### config.mk
export PLATFORM = sky130hd
export DESIGN_NAME = seg7_scan_ctrl
export DESIGN_NICKNAME = d
export VERILOG_FILES = /design/src/rtl/seg7_pkg.sv /design/src/rtl/hex7seg.sv /design/src/rtl/mux_8.sv /design/src/rtl/seg7_scan_ctrl.sv
export SDC_FILE = /design/constraint.sdc
export NUM_CORES = 1
export LEC_CHECK = 0
export ABC_CLOCK_PERIOD_IN_PS = 5800
export BUFFER_PORTS_ARGS = -buffer_cell sky130_fd_sc_hd__buf_2
export CORE_MARGIN = 8
export CORE_UTILIZATION = 25
export DETAILED_ROUTE_END_ITERATION = 8
export GPL_ROUTABILITY_DRIVEN = 0
export GPL_TIMING_DRIVEN = 0
export SYNTH_ARGS = -nofsm -noshare
export SYNTH_HDL_FRONTEND = slang
export SYNTH_SLANG_ARGS = --single-unit
### constraint.sdc
create_clock -name clk -period 5.8 [get_ports clk]
set_input_delay 0.58 -clock clk [delete_from_list [all_inputs] [get_ports clk]]
set_output_delay 0.58 -clock clk [all_outputs]
set_load 0.05 [all_outputs]
### src/rtl/seg7_pkg.sv
// Shared constants for the seven-segment display path.
// Segment patterns are {g,f,e,d,c,b,a}, active-low.
package seg7_pkg;

  localparam int NUM_DIGITS = 8;

  localparam logic [6:0] SEG_0     = 7'b1000000;
  localparam logic [6:0] SEG_1     = 7'b1111001;
  localparam logic [6:0] SEG_2     = 7'b0100100;
  localparam logic [6:0] SEG_3     = 7'b0110000;
  localparam logic [6:0] SEG_4     = 7'b0011001;
  localparam logic [6:0] SEG_5     = 7'b0010010;
  localparam logic [6:0] SEG_6     = 7'b0000010;
  localparam logic [6:0] SEG_7     = 7'b1111000;
  localparam logic [6:0] SEG_8     = 7'b0000000;
  localparam logic [6:0] SEG_9     = 7'b0010000;
  localparam logic [6:0] SEG_A     = 7'b0001000;
  localparam logic [6:0] SEG_B     = 7'b0000011;
  localparam logic [6:0] SEG_C     = 7'b1000110;
  localparam logic [6:0] SEG_D     = 7'b0100001;
  localparam logic [6:0] SEG_E     = 7'b0000110;
  localparam logic [6:0] SEG_F     = 7'b0001110;
  localparam logic [6:0] SEG_BLANK = 7'h7F;

endpackage

### src/rtl/hex7seg.sv
// Combinational hex nibble to active-low seven-segment decoder.
module hex7seg
  import seg7_pkg::*;
(
  input  logic [3:0] nibble,
  output logic [6:0] seg
);

  always_comb begin
    seg = SEG_BLANK;
    case (nibble)
      4'h0: seg = SEG_0;
      4'h1: seg = SEG_1;
      4'h2: seg = SEG_2;
      4'h3: seg = SEG_3;
      4'h4: seg = SEG_4;
      4'h5: seg = SEG_5;
      4'h6: seg = SEG_6;
      4'h7: seg = SEG_7;
      4'h8: seg = SEG_8;
      4'h9: seg = SEG_9;
      4'hA: seg = SEG_A;
      4'hB: seg = SEG_B;
      4'hC: seg = SEG_C;
      4'hD: seg = SEG_D;
      4'hE: seg = SEG_E;
      4'hF: seg = SEG_F;
      default: seg = SEG_BLANK;
    endcase
  end

endmodule

### src/rtl/mux_8.sv
// Generic 8-input multiplexer; ctl = 0 selects in1, ctl = 7 selects in8.
module mux_8 #(
  parameter int DATA_WIDTH = 4
) (
  input  logic [2:0]            ctl,
  input  logic [DATA_WIDTH-1:0] in1,
  input  logic [DATA_WIDTH-1:0] in2,
  input  logic [DATA_WIDTH-1:0] in3,
  input  logic [DATA_WIDTH-1:0] in4,
  input  logic [DATA_WIDTH-1:0] in5,
  input  logic [DATA_WIDTH-1:0] in6,
  input  logic [DATA_WIDTH-1:0] in7,
  input  logic [DATA_WIDTH-1:0] in8,
  output logic [DATA_WIDTH-1:0] out
);

  always_comb begin
    out = in1;
    case (ctl)
      3'd0: out = in1;
      3'd1: out = in2;
      3'd2: out = in3;
      3'd3: out = in4;
      3'd4: out = in5;
      3'd5: out = in6;
      3'd6: out = in7;
      3'd7: out = in8;
      default: out = in1;
    endcase
  end

endmodule

### src/rtl/seg7_scan_ctrl.sv
// Eight-digit multiplexed seven-segment driver with a shadow register
// so new values only reach the display at a frame boundary.
module seg7_scan_ctrl
  import seg7_pkg::*;
#(
  parameter int REFRESH_DIV  = 100000,
  parameter int GUARD_CYCLES = 16
) (
  input  logic                  clk,
  input  logic                  rst_n,
  input  logic                  load,
  input  logic [31:0]           data_in,
  input  logic [NUM_DIGITS-1:0] dp_in,
  input  logic [NUM_DIGITS-1:0] digit_en,
  output logic                  upd_pending,
  output logic                  frame_tick,
  output logic [NUM_DIGITS-1:0] an_n,
  output logic [6:0]            seg_n,
  output logic                  dp_n
);

  localparam int PW = (REFRESH_DIV > 1) ? $clog2(REFRESH_DIV) : 1;
  localparam logic [PW-1:0] PMAX   = PW'(REFRESH_DIV - 1);
  localparam logic [PW-1:0] PGUARD = PW'(GUARD_CYCLES);

  logic [PW-1:0]           pcnt;
  logic [2:0]              dig;
  logic [31:0]             sh_data;
  logic [31:0]             disp_data;
  logic [NUM_DIGITS-1:0]   sh_dp;
  logic [NUM_DIGITS-1:0]   disp_dp;
  logic                    slot_end;
  logic                    wrap;
  logic                    lit;
  logic [3:0]              nibble;
  logic [6:0]              seg_pat;

  assign slot_end = (pcnt == PMAX);
  assign wrap     = slot_end && (dig == 3'd7);
  assign lit      = (pcnt >= PGUARD) && digit_en[dig];

  mux_8 #(.DATA_WIDTH(4)) u_mux (
    .ctl (dig),
    .in1 (disp_data[3:0]),
    .in2 (disp_data[7:4]),
    .in3 (disp_data[11:8]),
    .in4 (disp_data[15:12]),
    .in5 (disp_data[19:16]),
    .in6 (disp_data[23:20]),
    .in7 (disp_data[27:24]),
    .in8 (disp_data[31:28]),
    .out (nibble)
  );

  hex7seg u_dec (
    .nibble (nibble),
    .seg    (seg_pat)
  );

  // Segments are also blanked during the guard window so a stale pattern
  // never shows while the anodes switch.
  always_ff @(posedge clk or negedge rst_n) begin
    if (!rst_n) begin
      pcnt        <= '0;
      dig         <= '0;
      sh_data     <= '0;
      sh_dp       <= '0;
      disp_data   <= '0;
      disp_dp     <= '0;
      upd_pending <= 1'b0;
      frame_tick  <= 1'b0;
      an_n        <= '1;
      seg_n       <= SEG_BLANK;
      dp_n        <= 1'b1;
    end else begin
      pcnt       <= slot_end ? '0 : pcnt + 1'b1;
      if (slot_end) dig <= dig + 3'd1;
      frame_tick <= wrap;
      if (wrap && upd_pending) begin
        disp_data <= sh_data;
        disp_dp   <= sh_dp;
      end
      // A load in the commit cycle wins: it keeps the update pending for the next frame.
      if (load) begin
        sh_data     <= data_in;
        sh_dp       <= dp_in;
        upd_pending <= 1'b1;
      end else if (wrap) begin
        upd_pending <= 1'b0;
      end
      an_n  <= lit ? ~(NUM_DIGITS'(1) << dig) : '1;
      seg_n <= lit ? seg_pat : SEG_BLANK;
      dp_n  <= lit ? ~disp_dp[dig] : 1'b1;
    end
  end

endmodule

==> impl_metrics.ini <==
[outcome]
outcome = finished clean

[sta]
worst_pin_slew_ns = 0.6056
fmax_mhz = 305.2
relSlewSlack_pct = 59.63
fin_crit_sh_pct = 56.49
final-hold-violation-count = 0
rsz0062_at_grt = false
finalSetupViolations = 0
slew_violations = 0
fin_tns_setup_ns = 0
fin_ws_ns = 2.524
finalClockSkew_ns = 0.01233
finalCriticalPeriod_ns = 3.276

[power]
switching_share_pct = 20.70
p_per_area_nw_per_um2 = 309.4
p_seq_share_pct = 41.7
p_int_uw = 1659
p_switching_uw = 433.3
power_uw = 2093
power.share.clock_pct = 53.9
combPwrFrac_pct = 4.4
irDropWorstVdd_v = 0.0001753
p_leak_uw = 0.003087

[critical_path]
worstSetupEndpointType = flip-flop
crit_family = simple AND/OR/NAND/NOR gates
critPathKind = reg -> reg
cp_slowest_stage_delay_ns = 0.58
critPathLaunchType = flip-flop
cp_num_buf_inv = 5
slowest_stage = or4_4
crit_chain = buf_6, buf_2, inv_1, ha_1, or4_4, or2_4, a31oi_4, inv_1, ha_1, inv_1, nor3_1, a211o_1
crit_fanout = 10
crit_arrival_ns = 3.61
required_ns = 6.13
critPathMostFrequentCell = inv_1

[floorplan]
start_util_pct = 25.10
die_area_um2 = 26600
core_um2 = 21550
ios = 69
fp-row-count = 54
die_h_um = 163.1
die_w_um = 163.1

[detailed_routing]
drtIter0Drc = 195
viasPerCell = 4.269
routedWlPerCell_um = 15.27
routed_wl_um = 11700
vias = 3270
drcViolationCount = 0
first_pass_iters = 4
ant_nets = 0

[synth]
ys_seq_area_share_pct = 54.96
ys_ff_latch = 118
yosysWarnings = 0
synth_top_cell_by_area = dfrtp_1
synthFlopType = dfrtp_1
synth_edf_count = 0
yosysMostFrequentCell = dfrtp_1
synth_fp_nets = 452
synth_top_cell_area_share_pct = 47.19
synthTopCellsByCount = 102 x dfrtp_1, 44 x mux2_2, 29 x nand2_1
synthTopCellsByArea = dfrtp_1 47%, mux2_2 9.2%, dfstp_2 7.8%
synthCells = 387
synth_cell_types = 48
async_flop_share_pct = 100.0
synth_area_um2 = 5409
syn_avg_cell_area_um2 = 13.98

[run]
drv_cap = 0

[layout]
final_util_pct = 31.38
syn_to_final_growth_pct = 25.05
layout-drive-gt1-share_pct = 44.24
nets = 539
antenna_cells = 0

[global_route]
grt_pass1_wl_um = 19320
antenna_found_initial = 0
gr-usage-all-layers_pct = 9.458
grt_pass1_vias = 3544
gr-total-overflow = 0
grt_max_degree = 66

[clocking]
cts_made_buffers = 17
root_buffer = clkbuf_16
hold_buffers = 0
clk_latency_ns = 0.42
h-tree-depth = 4
cts_resized = 0
clock_sinks = 118
post-cts-setup-buffers = 0
clk_path_buf_depth = 2
path_clk_slew_ns = 0.06
tritoncts = built

[placement]
dp_hpwl_um = 8988
detailedPlace.worstSlack_ns = 2.548
io_buffers = 67

[min_path]
hold_class = in -> async
-- kinds of logic after synthesis --
family                     after synthesis  share of synthesized area, %
adders and majority gates               14                         3.239
muxes                                   95                         22.37
and+or+nand+nor                         85                         8.467
DFF                                    118                         54.96
buffers and inverters                   31                         3.192
xor gates and xnor gates                17                         2.753
AOI/OAI and AO/OA                       27                         5.019
-- per-layer routing --
| layer | vias up | wire (um) | GRT usage (%) |
|---|---|---|---|
| li1 | 1542 | - | - |
| met1 | 1640 | 5225 | 11.56 |
| met2 | 67 | 5581 | 14.64 |
| met3 | 21 | 648 | 3.453 |
| met4 | 0 | 241 | 4.379 |
| met5 | - | 0 | 0 |
-- power groups by stage --
stage | Clock (uW) | Combinational (uW) | Sequential, uW
floorplan | 0 | 40.1 | 890
global placement | 0 | 90.4 | 886
detailed placement | 0 | 95.7 | 888
CTS | 1150 | 96.0 | 874
global route | 1180 | 104 | 877
finish | 1130 | 92.6 | 873
-- per-stage QoR --
step           hold WS, ns  area [um^2]  std cells
6_report            0.1287         6764        766
5_1_grt             0.1574         6764        766
4_1_cts             0.1259         6764        766
3_5_place_dp        0.4762         6128        735
3_3_place_gp        0.4687         6095        734
2_1_floorplan       0.2844         5409        387
-- flip-flops by register name, summed over array words and instances, names as in the netlist --
register and count:
disp_dp 8, dp_n 1, frame_tick 1, pcnt 17, dig 3, upd_pending 1, disp_data 32, seg_n 7
an_n 8, sh_dp 8, sh_data 32
-- final cells by class --
| cell class | instances | area [um^2] |
|---|---|---|
| buffer | 19 | 127.6 |
| clock buffer | 18 | 429.2 |
| clock inverter | 13 | 206.4 |
| fill | 2096 | 14790 |
| inverter | 12 | 45.04 |
| multi-input combinational | 238 | 2263 |
| sequential | 118 | 2973 |
| tap | 280 | 350.3 |
| timing repair buffer | 68 | 369.1 |
-- layout by cell type, fill, tap and decap left out, types with 5 or more instances in the layout --
cell       count
inv_1         12
nand2_1       29
a22o_1         6
bufinv_16      5
clkbuf_16     17
ha_1          14
mux2_2        44
clkbuf_1       8
buf_2         69
mux2_4        27
nor2_1        14
mux2_1        15
nor3_1         6
xor2_1         5
nand3_1        7
dfstp_2       16
dfrtp_1      102
xnor2_1       12
mux2i_1        5
buf_6          8
nand4_1        6
-- final timing paths --
check / from / to / slack, ns / cells past startpoint
setup / recovery: dig[2] / seg_n[1] / 2.52 / 12
hold / removal: rst_n / dig[2] / 0.13 / 1
setup reg to reg: dig[2] / seg_n[1] / 2.52 / 12
hold reg to reg: sh_data[10] / disp_data[10] / 0.48 / 1
max in group asynchronous: rst_n / an_n[2] / 4.98 / 2
min in group clk: dp_in[5] / sh_dp[5] / 0.39 / 2
Power figures use the tool's default switching activity.
